[config.mk]
export PLATFORM = sky130hd
export DESIGN_NAME = contador_pc
export DESIGN_NICKNAME = d
export VERILOG_FILES = /design/src/rtl/contador_pc_pkg.sv /design/src/rtl/somador_alvo.sv /design/src/rtl/contador_pc.sv
export SDC_FILE = /design/constraint.sdc
export NUM_CORES = 1
export LEC_CHECK = 0
export ABC_AREA = 1
export CAP_MARGIN = 10
export CORE_MARGIN = 3
export CORE_UTILIZATION = 40
export CTS_CLUSTER_DIAMETER = 150
export DETAILED_ROUTE_END_ITERATION = 8
export PLACE_DENSITY = 0.73
export SLEW_MARGIN = 20
export SYNTH_ARGS = -nofsm -noshare
export SYNTH_HDL_FRONTEND = slang
export SYNTH_SLANG_ARGS = --single-unit
[constraint.sdc]
create_clock -name clock -period 1.4 [get_ports clock]
set_input_delay 0.28 -clock clock [delete_from_list [all_inputs] [get_ports clock]]
set_output_delay 0.28 -clock clock [all_outputs]
set_load 0.01 [all_outputs]
[src/rtl/contador_pc_pkg.sv]
`default_nettype none
// ============================================================================
// Module      : contador_pc_pkg
// Description : Shared widths, branch type codes and FSM state encoding for
//               the program counter unit.
// Revision    : 1.0 - initial release
// ============================================================================
package contador_pc_pkg;

    localparam int PC_W = 8;

    // Branch type codes as presented on br_type
    typedef enum logic [1:0] {
        BR_NONE = 2'b00,
        BR_BEQ  = 2'b01,
        BR_BNE  = 2'b10,
        BR_JMP  = 2'b11
    } br_type_e;

    // Fetch unit FSM states
    typedef enum logic [1:0] {
        IDLE  = 2'b00,
        FETCH = 2'b01,
        FLUSH = 2'b10,
        HALT  = 2'b11
    } state_e;

endpackage
`default_nettype wire

[src/rtl/somador_alvo.sv]
`default_nettype none
// ============================================================================
// Module      : somador_alvo
// Description : Branch target adder, target = br_pc + br_offset (mod 256).
// Revision    : 1.0 - initial release
// ============================================================================
module somador_alvo
    import contador_pc_pkg::*;
(
    input  logic [PC_W-1:0] br_pc,
    input  logic [PC_W-1:0] br_offset,
    output logic [PC_W-1:0] target
);

    // The offset is already PC_W bits wide, so sign-extending it to the
    // result width is the identity; a plain modular add yields the target.
    assign target = br_pc + br_offset;

endmodule
`default_nettype wire

[src/rtl/contador_pc.sv]
`default_nettype none
// ============================================================================
// Module      : contador_pc
// Description : Program counter / fetch control with branch redirect, one
//               cycle flush, sticky halt and saturating taken-branch count.
// Revision    : 1.0 - initial release
// ============================================================================
module contador_pc
    import contador_pc_pkg::*;
(
    input  logic            clock,
    input  logic            reset_n,
    input  logic            mem_ready,
    input  logic            br_valid,
    input  logic [1:0]      br_type,
    input  logic            br_zero,
    input  logic [PC_W-1:0] br_pc,
    input  logic [PC_W-1:0] br_offset,
    input  logic            halt,
    output logic [PC_W-1:0] pc_out,
    output logic            req_valid,
    output logic            flush,
    output logic            halted,
    output logic [7:0]      taken_count
);

    state_e          state;
    state_e          state_next;
    logic [PC_W-1:0] pc;
    logic [PC_W-1:0] pc_next;
    logic [PC_W-1:0] target;
    logic            cond_met;
    logic            taken;

    somador_alvo u_somador_alvo (
        .br_pc     (br_pc),
        .br_offset (br_offset),
        .target    (target)
    );

    // Branch condition decode; only FETCH and FLUSH listen to branches
    always_comb begin
        cond_met = 1'b0;
        case (br_type_e'(br_type))
            BR_BEQ:  cond_met = br_zero;
            BR_BNE:  cond_met = ~br_zero;
            BR_JMP:  cond_met = 1'b1;
            default: cond_met = 1'b0;
        endcase
        taken = br_valid && cond_met && ((state == FETCH) || (state == FLUSH));
    end

    // Next-state and next-pc; a taken branch outranks halt and increment
    always_comb begin
        state_next = state;
        pc_next    = pc;
        if (taken) begin
            state_next = FLUSH;
            pc_next    = target;
        end else begin
            case (state)
                IDLE:  state_next = FETCH;
                FETCH: begin
                    if (halt) begin
                        state_next = HALT;
                    end else if (mem_ready) begin
                        pc_next = pc + 1'b1;
                    end
                end
                FLUSH: state_next = FETCH;
                HALT:  state_next = HALT;
                default: state_next = IDLE;
            endcase
        end
    end

    // State, pc and taken counter registers with asynchronous clear
    always_ff @(posedge clock or negedge reset_n) begin
        if (!reset_n) begin
            state       <= IDLE;
            pc          <= '0;
            taken_count <= '0;
        end else begin
            state <= state_next;
            pc    <= pc_next;
            if (taken && (taken_count != 8'hFF)) begin
                taken_count <= taken_count + 8'd1;
            end
        end
    end

    // Outputs are pure decodes of registered state
    always_comb begin
        pc_out    = pc;
        req_valid = (state == FETCH);
        flush     = (state == FLUSH);
        halted    = (state == HALT);
    end

endmodule
`default_nettype wire

Word level (Yosys, flattened, before mapping). Cells that the tools add are included. W data, S select, Z words.

Word-level logic and storage cells: 33. Output and inout port bits: 19. Register bits: 18. Input bits: 24.

Bitwise logic cells: 1. Multiplexer cells: 8. Reductions and logical operators: 9. $add $sub $neg: 3. Eq/ne operators: 9.

Operators with widths (count): $mux W8 (4); $add A8 B1 Y8 const B (2); $add A8 B8 Y8 (1); $eq A2 B2 Y1 const B (4); $ne A8 B8 Y1 const B (1); $pmux W2 S3 (1); $eq A2 B1 Y1 const B (2); $mux W2 (2); $reduce_bool A2 Y1 (2); $logic_and A1 B1 Y1 (3); $ne A3 B2 Y1 const B (1); $pmux W1 S3 (1); $reduce_and A3 Y1 (1); $logic_not A2 Y1 (1); $ne A2 B1 Y1 const B (1); $reduce_or A2 Y1 (1); $logic_or A1 B1 Y1 (1); $not A1 Y1 (1).

Longest topological paths before layout. Gate-level depths: netlist of run 1.

Depth after elaboration: 6. Depth in mapped cells: 11. Gate-level depth less buffers: 11.

By module. Synthesis of run 1 repeated with hierarchy kept, for this count alone.

Cells, all modules: 236. Area total of the unflattened synthesis: 1565.3 um^2.

By module, submodules not included: contador_pc (area an instance 1203.7 um^2, cells an instance 176, instances 1); somador_alvo (area an instance 361.6 um^2, cells an instance 60, instances 1).

Worst setup path after synthesis of run 1. Ideal clock, no wire load.

Path type: register to register. Start point: register state[0]. End point: register pc[2] (netlist: pc_out[2]). Setup time: 121 ps. Arrival time: 1425 ps. Cell stages (with the launch flop): 9. Required time: 1279 ps. Slack: -146 ps. Path buffers: 1. Cells stage by stage: dfrtp_1 inv_1 ha_1 nand2_1 inv_1 nand2_1 clkbuf_1 o21ai_0 a22o_1.

Word-level cells in the longest chain between the ends: 5. Elaborated cells between the ends (all ways): 9.

RTL lines: from (decl) (RTL line contador_pc.sv:27) `state_e state;`; from (signal assigned) (RTL line contador_pc.sv:84) `state <= state_next;`; $eq A2 B1 Y1 / $eq A2 B2 Y1 (equally long branches) (RTL line contador_pc.sv:50, contador_pc.sv:61); $logic_or A1 B1 Y1 (RTL line contador_pc.sv:50) `taken = br_valid && cond_met && ((state == FETCH) || (state == FLUSH));`; $logic_and A1 B1 Y1 (RTL line contador_pc.sv:50); $ne A2 B1 Y1 (no source line) / $reduce_bool A2 Y1 (equally long branches); $reduce_and A3 Y1 (no source line); to (signal assigned) (RTL line contador_pc.sv:85) `pc <= pc_next;`; to (decl) (RTL line contador_pc.sv:29) `logic [PC_W-1:0] pc;`.

Several ways; a longest one is shown, not always the timed one. A chain may end at the register's enable or synchronous reset.

Final worst setup path of run 1.
Start point: register state[1]. End point: output port halted.

Word-level cells in the longest chain between the ends: 1.

RTL lines: $eq A2 B2 Y1 (RTL line contador_pc.sv:97) `halted = (state == HALT);`; to (decl) (RTL line contador_pc.sv:23) `output logic halted,`.

Every way passes these cells.

==> run metrics, run 1 <==
Ant. Diodes 0; Core Area 3200 sq um; violation count after the first detailed-route iteration 63; area of the multi-input gates 1060 sq um; pin count of the biggest net entering global routing 19; Syn Area/Cell 7.30 sq um; total clock sinks 18; final critical-path share of the clock period 110%; static leakage 1.24 nW; flops & latches, synth 18; required time of the critical path 1.12 ns; routed length per instance 12.8 um; largest voltage drop on the vdd net 0.554 mV; power density over the cells 1030 nW/um^2; area grow syn2layout 78.5%; fraction of the yosys area taken by sequential cells 32.0%; number of enable-type register cells in the synthesized netlist 0; post-synth net total 231; sum of net half-perimeters after detailed placement 2740 um; Relative slew margins 79.4%; number of global-route vias before repair 1585; end of the worst register-to-register path pc_out[0]$_DFFE_PN0P_; nature of the critical path startpoint flip-flop; peak per-stage delay on the critical path 0.42 ns; highest fanout seen on the critical path 3; YS warnings 0; unrepaired setup endpoints after global routing true; reg-to-reg slack, setup -0.12 ns; Vias/cell 4.86; clock latency of the later-clocked register in the worst-skew pair 0.30 ns; ranking of synthesized cells by area sky130_fd_sc_hd__dfrtp_1, sky130_fd_sc_hd__nand2_1, sky130_fd_sc_hd__ha_1, sky130_fd_sc_hd__inv_1, sky130_fd_sc_hd__nand3_1; vias after detailed routing 1605; crit path cell chain buf_4, buf_6, ha_2, buf_6; data arrival time of the worst path 1.25 ns; Filler cells 220; number of nets in the final layout 325; aggregate routed wire length 4210 um; standard cell with the maximum stage delay on the critical path sky130_fd_sc_hd__dfrtp_1; largest buffer count on any clock path 2; Ports 43; overflow left after global routing 0; worst min-delay path class input port to asynchronous set/reset pin; count of nets left with antenna violations after detail routing 0; most common cell in the netlist sky130_fd_sc_hd__nand2_1; R2R cell count 9; gp weighted congestion 0.814; share of the synthesized area in the top cell type 32.0%; final setup margin -0.134 ns; first-pass GRT wire length 6600 um; Fmax 652 MHz; Reg area 453 sq um; post-route minimum period 1.53 ns; overall fraction of global-route tracks in use 19.5%; max-slew violation count 0; kind of critical path flip-flop to output port; initial antenna violation count 0; initial standard-cell utilization of the core 44.0%; Die X-Extent 65.3 um; max-cap viol count 0; largest area contributor in the netlist sky130_fd_sc_hd__dfrtp_1; final count of negative-setup-slack endpoints 18; Clock Skew 0.00133 ns; post-synthesis cell type count 28; Root Buffer sky130_fd_sc_hd__clkbuf_4; endpoint type of the worst setup path output port; r2r startpoint state[1]$_DFFE_PN0P_; outcome finished with violations; final hold violations 0; clock input transition at the sequential cells of the worst setup and hold paths 0.11 ns; total of buffers placed on input and output ports 42; proportion of layout cells with a drive suffix above 1 38.8%; die area 4270 sq um; number of buffers added by the clock tree synthesis step 3; transition time of the tightest slew-check pin 0.305 ns; Mapped Area 1410 sq um; failing checks negative setup slack; post-synthesis async set-or-reset flop share 100%; TritonCTS clock tree yes; detailed-router iteration count before antenna repair 4; most common library cells after synthesis sky130_fd_sc_hd__nand2_1, sky130_fd_sc_hd__inv_1, sky130_fd_sc_hd__dfrtp_1, sky130_fd_sc_hd__nor2_1, sky130_fd_sc_hd__nand3_1; critical path buffer and inverter count 3; delay-heaviest family, CP flip-flops; total instance count after detailed placement 302; placement row count 20; CP dominant cell by count sky130_fd_sc_hd__buf_6; fin cells 330; number of H-tree levels 1; die height 65.3 um; main flop type after synthesis sky130_fd_sc_hd__dfrtp_1; # DRC 0; Syn Inst Count 193; final worst hold slack 0.309 ns
==> cell usage in the layout, fill, tap and decap left out, types with 5 or more instances in the layout <==
| cell | n |
|---|---|
| sky130_fd_sc_hd__a21oi_1 | 5 |
| sky130_fd_sc_hd__buf_4 | 40 |
| sky130_fd_sc_hd__buf_6 | 12 |
| sky130_fd_sc_hd__clkdlybuf4s50_1 | 16 |
| sky130_fd_sc_hd__dfrtp_1 | 16 |
| sky130_fd_sc_hd__dlygate4sd2_1 | 19 |
| sky130_fd_sc_hd__ha_1 | 6 |
| sky130_fd_sc_hd__inv_1 | 18 |
| sky130_fd_sc_hd__inv_2 | 6 |
| sky130_fd_sc_hd__nand2_1 | 46 |
| sky130_fd_sc_hd__nand2_2 | 7 |
| sky130_fd_sc_hd__nand3_1 | 8 |
| sky130_fd_sc_hd__nand3_2 | 7 |
| sky130_fd_sc_hd__nand3b_1 | 5 |
| sky130_fd_sc_hd__nor2_1 | 13 |
| sky130_fd_sc_hd__xnor2_1 | 5 |
==> flip-flops by register name, indices dropped and copies added (netlist names) <==
register and cells:
state 2, pc_out 8, taken_count 8
==> cell type report <==
class,count,share of cell area [%]
repair buffers,91,31.7
multi-input cells,146,42.1
inverters,27,4.53
clock buffers,4,1.44
flip-flops and latches,18,18.0
well taps,44,2.19
==> worst max-delay path by stage <==
stage	startpoint	to	slack, ns	cells past startpoint
CTS	state[1]$_DFFE_PN0P_	flush	-0.12	4
global placement	br_pc[0]	pc_out[4]$_DFFE_PN0P_	-0.49	11
finish	state[1]$_DFFE_PN0P_	halted	-0.13	4
floorplan	taken_count[1]$_DFFE_PN0P_	taken_count[3]$_DFFE_PN0P_	-0.03	8
detailed placement	br_offset[0]	pc_out[4]$_DFFE_PN0P_	-0.54	11
global route	state[1]$_DFFE_PN0P_	taken_count[3]$_DFFE_PN0P_	-0.19	11
==> metal layers <==
metal | vias to the layer above | GRT usage, % | wire length (um)
li1 | 806 | - | -
met5 | - | 0 | 0
met4 | 0 | 6.99 | 104
met1 | 740 | 22.5 | 1830
met3 | 12 | 3.25 | 185
met2 | 47 | 35.8 | 2090
==> kinds of logic after synthesis <==
family	synth area share, %
AOI/OAI and AO/OA	9.15
and+or+nand+nor	31.7
DFF	32.0
xor gates and xnor gates	6.22
buffers and inverters	7.99
adders and majority gates	13.0
==> repair_timing <==
item                                    in CTS  in global routing
gates cloned                                 1                  0
hold buffers                                 0                  0
endpoints found under the setup margin      35                 21
resized for setup                           81                 23
pin swaps                                   27                  9
setup buffers                               19                  4
==> power by group <==
group          internal [mW]  total, mW  switching (mW)
sequential             0.696      0.819           0.123
clock                  0.159      0.332           0.174
combinational          0.740       1.44           0.700
==> stage by stage <==
| step | setup TNS [ns] | worst slack [ns] | power, mW | utilization (%) | instance area [sq um] |
|---|---|---|---|---|---|
| after global placement | -4.89 | -0.486 | 2.05 | 65.4 | 2100 |
| after CTS | -0.972 | -0.123 | 2.48 | 75.0 | 2400 |
| after global routing | -2.77 | -0.190 | 2.76 | 78.5 | 2510 |
| after floorplan | -0.108 | -0.0283 | 1.42 | - | 1460 |
| final | -1.26 | -0.134 | 2.59 | 78.5 | 2510 |
| after detailed placement | -5.46 | -0.545 | 2.07 | 65.4 | 2100 |
Note: power is estimated with default switching activity, not from simulation.
==> inputs of run 2 (changes only) <==
--- a/config.mk
+++ b/config.mk
@@ -11,7 +11,7 @@
 export CORE_UTILIZATION = 40
 export CTS_CLUSTER_DIAMETER = 150
 export DETAILED_ROUTE_END_ITERATION = 8
-export PLACE_DENSITY = 0.73
+export PLACE_DENSITY = 0.76
 export SLEW_MARGIN = 20
 export SYNTH_ARGS = -nofsm -noshare
 export SYNTH_HDL_FRONTEND = slang
==> run 2 against run 1 <==
The flow still finishes with violations (negative setup slack); die area stayed put; cell count is 0.61% lower; maximum frequency is 3.0% lower; register-to-register slack worse by 0.06 ns; worst hold slack better by 0.0045 ns; non-clock buffer count is 2 lower; total power is 2.6% lower; first-iteration DRC count is 46% lower; wire length is 4.9% lower; largest power group unchanged.
==> run metrics, run 2 (same netlist as run 1, synthesis figures left out) <==
overflow left after global routing 0; number of nets in the final layout 323; total instance count after detailed placement 304; placement row count 20; vias after detailed routing 1551; post-route minimum period 1.58 ns; area grow syn2layout 71.0%; final count of negative-setup-slack endpoints 18; sum of net half-perimeters after detailed placement 2770 um; count of nets left with antenna violations after detail routing 0; Root Buffer sky130_fd_sc_hd__clkbuf_4; Vias/cell 4.73; routed length per instance 12.2 um; NetSw 0.940 mW; outcome finished with violations; initial antenna violation count 0; Filler cells 258; fin cells 328; data arrival time of the worst path 1.80 ns; Fmax 633 MHz; final worst hold slack 0.313 ns; number of H-tree levels 1; final setup margin -0.181 ns; power density over the cells 1050 nW/um^2; Total Negative Setup Slacks -2.40 ns; total of buffers placed on input and output ports 42; Internal 1.58 mW; Relative slew margins 78.1%; proportion of layout cells with a drive suffix above 1 32.7%; number of global-route vias before repair 1603; transition time of the tightest slew-check pin 0.327 ns; nature of the critical path startpoint flip-flop; required time of the critical path 1.62 ns; reg-to-reg slack, setup -0.18 ns; Ant. Diodes 0; highest fanout seen on the critical path 7; max-slew violation count 0; max-cap viol count 0; total clock sinks 18; Core Area 3200 sq um; detailed-router iteration count before antenna repair 6; most frequent cells in the layout sky130_fd_sc_hd__nand2_1, sky130_fd_sc_hd__buf_4, sky130_fd_sc_hd__inv_1; Clock Skew 0.00323 ns; Die X-Extent 65.3 um; largest buffer count on any clock path 2; clock latency of the later-clocked register in the worst-skew pair 0.29 ns; gp weighted congestion 0.808; die height 65.3 um; end of the worst register-to-register path taken_count[0]$_DFFE_PN0P_; clock share of power 12.8%; part of the total power dissipated in combinational logic 54.6%; final critical-path share of the clock period 113%; peak per-stage delay on the critical path 0.41 ns; final hold violations 0; aggregate routed wire length 4000 um; standard cell with the maximum stage delay on the critical path sky130_fd_sc_hd__dfrtp_1; crit path cell chain buf_6, inv_6, ha_4, nand2_1, inv_1, nand2_2, clkinv_4, o21ai_4, buf_6, xor2_1; clock input transition at the sequential cells of the worst setup and hold paths 0.11 ns; most common library cell in the layout ignoring fill and taps sky130_fd_sc_hd__nand2_1; R2R cell count 10; initial standard-cell utilization of the core 44.0%; TritonCTS clock tree yes; static leakage 1.20 nW; share of the core filled with cells in the final layout 75.2%; first-pass GRT wire length 6980 um; worst min-delay path class input port to asynchronous set/reset pin; fraction of power spent switching nets 37.3%; die area 4270 sq um; CP dominant cell by count sky130_fd_sc_hd__buf_6; endpoint type of the worst setup path flip-flop; # DRC 0; violation count after the first detailed-route iteration 34; pin count of the biggest net entering global routing 19; overall fraction of global-route tracks in use 20.5%; Ports 43; sequential cell fraction of total power 32.6%; r2r startpoint state[1]$_DFFE_PN0P_; largest voltage drop on the vdd net 0.544 mV; kind of critical path flip-flop to flip-flop; unrepaired setup endpoints after global routing true; failing checks negative setup slack; number of buffers added by the clock tree synthesis step 3
==> run 2: changes by cell type in the layout (fill, tap and decap cells not counted), moves of 3 or more <==
| cell | previous run | this run |
|---|---|---|
| sky130_fd_sc_hd__nand3_1 | 8 | 12 |
| sky130_fd_sc_hd__clkdlybuf4s50_1 | 16 | 19 |
| sky130_fd_sc_hd__nand2_4 | 3 | 0 |
| sky130_fd_sc_hd__nand3_2 | 7 | 3 |
| sky130_fd_sc_hd__nand2_1 | 46 | 52 |
| sky130_fd_sc_hd__buf_6 | 12 | 9 |
| sky130_fd_sc_hd__nand2_2 | 7 | 4 |
| sky130_fd_sc_hd__nor2_2 | 2 | 5 |
| sky130_fd_sc_hd__inv_2 | 6 | 2 |
==> run 2: routing by layer <==
| layer | global-route usage (%) | wire, um | up-vias |
|---|---|---|---|
| li1 | - | - | 800 |
| met1 | 25.6 | 1750 | 718 |
| met2 | 37.5 | 2060 | 31 |
| met3 | 2.56 | 163 | 2 |
| met4 | 4.66 | 30 | 0 |
| met5 | 0 | 0 | - |
==> run 2: worst max-delay path by stage <==
stage	startpoint	to	cells after the start	slack [ns]
3_5_place_dp	br_offset[0]	pc_out[4]$_DFFE_PN0P_	11	-0.58
5_1_grt	state[1]$_DFFE_PN0P_	taken_count[3]$_DFFE_PN0P_	11	-0.26
2_1_floorplan	taken_count[1]$_DFFE_PN0P_	taken_count[3]$_DFFE_PN0P_	8	-0.03
6_report	state[1]$_DFFE_PN0P_	taken_count[0]$_DFFE_PN0P_	10	-0.18
3_3_place_gp	br_pc[0]	pc_out[6]$_DFFE_PN0P_	12	-0.49
4_1_cts	state[1]$_DFFE_PN0P_	pc_out[6]$_DFFE_PN0P_	11	-0.14
==> run 2: power groups by stage <==
stage | logic [mW] | registers (mW) | clock network, mW
final | 1.38 | 0.823 | 0.324
after detailed placement | 1.19 | 0.906 | 0
after floorplan | 0.460 | 0.963 | 0
after global routing | 1.53 | 0.847 | 0.354
after CTS | 1.33 | 0.814 | 0.334
after global placement | 1.16 | 0.901 | 0
==> run 2: metrics by stage <==
step	instance area, sq um	setup slack [ns]	total power, mW
2_1_floorplan	1460	-0.0283	1.42
3_3_place_gp	2110	-0.489	2.07
3_5_place_dp	2110	-0.582	2.09
4_1_cts	2330	-0.143	2.48
5_1_grt	2410	-0.260	2.73
6_report	2410	-0.181	2.52
==> run 2: repair_timing <==
action	4_1_cts	5_1_grt
hold buffers	0	0
hold endpoints to repair	0	0
setup buffers	17	3
setup endpoints to repair	36	22
pin swaps	15	10
resized for setup	59	18
==> run 2: layout make-up <==
class | instances | area (sq um) | area share (%)
Clock buffer | 4 | 36.3 | 1.51
Timing Repair Buffer | 89 | 777 | 32.2
Inverter | 27 | 119 | 4.93
Tap cell | 44 | 55.1 | 2.28
Sequential cell | 18 | 452 | 18.7
Multi-Input combinational cell | 146 | 971 | 40.3
==> run 2: worst max-delay path: cells and delay by family (launching register included) <==
kind,cells,cell delay (ns)
flops,1,0.41
compound gates,1,0.15
fa+ha+maj,1,0.18
xor+xnor,1,0.14
simple gates,2,0.15
buf+inv,5,0.48
==> inputs of run 3 (changes only) <==
--- a/config.mk
+++ b/config.mk
@@ -11,7 +11,7 @@
 export CORE_UTILIZATION = 40
 export CTS_CLUSTER_DIAMETER = 150
 export DETAILED_ROUTE_END_ITERATION = 8
-export PLACE_DENSITY = 0.76
+export PLACE_DENSITY = 0.84
 export SLEW_MARGIN = 20
 export SYNTH_ARGS = -nofsm -noshare
 export SYNTH_HDL_FRONTEND = slang
==> constraint.sdc (replaced) <==
create_clock -name clock -period 1.4 [get_ports clock]
set_input_delay 0.28 -clock clock [delete_from_list [all_inputs] [get_ports clock]]
set_output_delay 0.28 -clock clock [all_outputs]
set_load 0.05 [all_outputs]
==> run 3 against run 2 <==
The run still ends with negative setup slack left; worst setup slack worse by 0.016 ns; first-iteration DRC count rose to 2.5 times the previous value; sequential share of layout area down 1.2 points; sequential power up 23%; clock-buffer cell count unchanged; total power up 45%; maximum frequency down 0.98%; clock power up 4%; sequential cell count unchanged; register-to-register slack about the same; via count up 4.7%; non-clock buffer count down 5; largest power group unchanged.
==> run metrics, run 3 (same netlist as run 1, synthesis figures left out) <==
outcome finished with violations; failing checks negative setup slack; count of nets left with antenna violations after detail routing 0; met2 wire length 2420 um; Ports 43; power density over the cells 1380 nW/um^2; number of buffers added by the clock tree synthesis step 3; overflow left after global routing 0; routed wl met3 309 um; Fmax 626 MHz; number of H-tree levels 1; initial antenna violation count 0; number of nets in the final layout 318; clock input transition at the sequential cells of the worst setup and hold paths 0.11 ns; final count of negative-setup-slack endpoints 21; total clock sinks 18; transition time of the tightest slew-check pin 0.313 ns; cell area reported after detailed placement 2380 sq um; fin cells 323; R2R cell count 9; max layer used met4; placement row count 20; unrepaired setup endpoints after global routing true; Die X-Extent 65.3 um; Vias/cell 5.03; highest fanout seen on the critical path 2; first-pass GRT wire length 6860 um; Clock Skew 0.00213 ns; gp weighted congestion 0.802; total instance count after detailed placement 308; Ant. Diodes 0; required time of the critical path 1.64 ns; nature of the critical path startpoint input port; length of routed wiring on met1 1960 um; final critical-path share of the clock period 114%; final hold violations 0; final setup margin -0.196 ns; total design power 3.65 mW; max-slew violation count 0; Filler cells 177; Root Buffer sky130_fd_sc_hd__clkbuf_4; Relative slew margins 79.0%; largest voltage drop on the vdd net 1.42 mV; die height 65.3 um; proportion of layout cells with a drive suffix above 1 46.2%; CP dominant cell by count sky130_fd_sc_hd__nand2_1; aggregate routed wire length 4770 um; Core Area 3200 sq um; area of the multi-input gates 1040 sq um; number of global-route vias before repair 1496; quantity of hold-fixing buffers added after cts 0; largest buffer count on any clock path 2; detailed-router iteration count before antenna repair 4; worst min-delay path class input port to asynchronous set/reset pin; TritonCTS clock tree yes; sum of net half-perimeters after detailed placement 2970 um; static leakage 1.24 nW; standard cell with the maximum stage delay on the critical path sky130_fd_sc_hd__clkdlybuf4s50_1; clock latency of the later-clocked register in the worst-skew pair 0.31 ns; # DRC 0; most frequent cells in the layout sky130_fd_sc_hd__nand2_1, sky130_fd_sc_hd__buf_4, sky130_fd_sc_hd__clkdlybuf4s50_1, sky130_fd_sc_hd__buf_12, sky130_fd_sc_hd__inv_1; area grow syn2layout 88.1%; data arrival time of the worst path 1.84 ns; endpoint type of the worst setup path flip-flop; crit path cell chain clkdlybuf4s50_1, ha_1, buf_4, nand2_2, nand2_4, nand3b_1, nand2_1, nand2_1, nand3_1, a21oi_1; post-route minimum period 1.60 ns; violation count after the first detailed-route iteration 85; initial standard-cell utilization of the core 44.0%; peak per-stage delay on the critical path 0.41 ns; most common library cell in the layout ignoring fill and taps sky130_fd_sc_hd__nand2_1; routed length per instance 14.8 um; kind of critical path input port to flip-flop; total of buffers placed on input and output ports 42; vias after detailed routing 1624; max-cap viol count 0; die area 4270 sq um; Non-Filler Cell Area, Final 2650 sq um; overall fraction of global-route tracks in use 21.0%; pin count of the biggest net entering global routing 19; Reg area 464 sq um
-- run 3: cell types whose count changed in the layout (fill, tap and decap cells not counted), sizes merged --
cell	change
buf	+11
clkdlybuf4s15	-1
dlygate4sd2	-16
clkbuf	+1
-- run 3: metal layers --
metal / track usage, % / vias up
met5: 0 / -
met4: 5.96 / 0
met3: 4.27 / 10
met2: 35.8 / 73
met1: 26.9 / 747
li1: - / 794
-- run 3: worst paths after layout --
path | start | to | slack, ns
max | br_offset[2] | pc_out[6]$_DFFE_PN0P_ | -0.20
max in group asynchronous | reset_n | taken_count[5]$_DFFE_PN0P_ | 0.90
min in group clock | br_offset[0] | pc_out[0]$_DFFE_PN0P_ | 0.36
max reg2reg | state[0]$_DFFE_PN0P_ | pc_out[0]$_DFFE_PN0P_ | -0.19
min reg2reg | taken_count[5]$_DFFE_PN0P_ | taken_count[5]$_DFFE_PN0P_ | 0.60
min | reset_n | taken_count[4]$_DFFE_PN0P_ | 0.29
-- run 3: metrics by stage --
stage | utilization, % | TNS [ns] | hold WS (ns) | worst slack [ns]
after floorplan | - | -1.19 | -0.0156 | -0.172
after global placement | 74.3 | -4.72 | 0.562 | -0.497
after detailed placement | 74.3 | -5.12 | 0.570 | -0.579
after CTS | 78.3 | -1.77 | 0.293 | -0.153
after global routing | 82.7 | -3.91 | 0.316 | -0.274
final | 82.7 | -2.38 | 0.292 | -0.196
-- run 3: cell type report --
| cell class | instances | area share [%] |
|---|---|---|
| tap | 44 | 2.08 |
| timing repair buffer | 84 | 35.5 |
| inverter | 27 | 4.30 |
| multi-input combinational | 146 | 39.2 |
| sequential | 18 | 17.5 |
| clock buffer | 4 | 1.37 |
-- run 3: report_power, final --
part           internal (mW)  switching, mW  leakage, nW
Sequential             0.719          0.290        0.203
Clock                  0.159          0.179       0.0210
Combinational           1.14           1.16         1.01
-- run 3: what timing repair did --
item                                    CTS  global route
pin swaps                                14            20
cloned                                    1             0
resized for setup                        23            31
endpoints found under the setup margin   19            21
buffers inserted                          5             7
-- run 3: critical path, delay by kind of cell --
kind            cells  cell delay, ns
buf+inv             2            0.56
fa+ha+maj           1            0.31
compound gates      1            0.13
simple gates        6            0.55
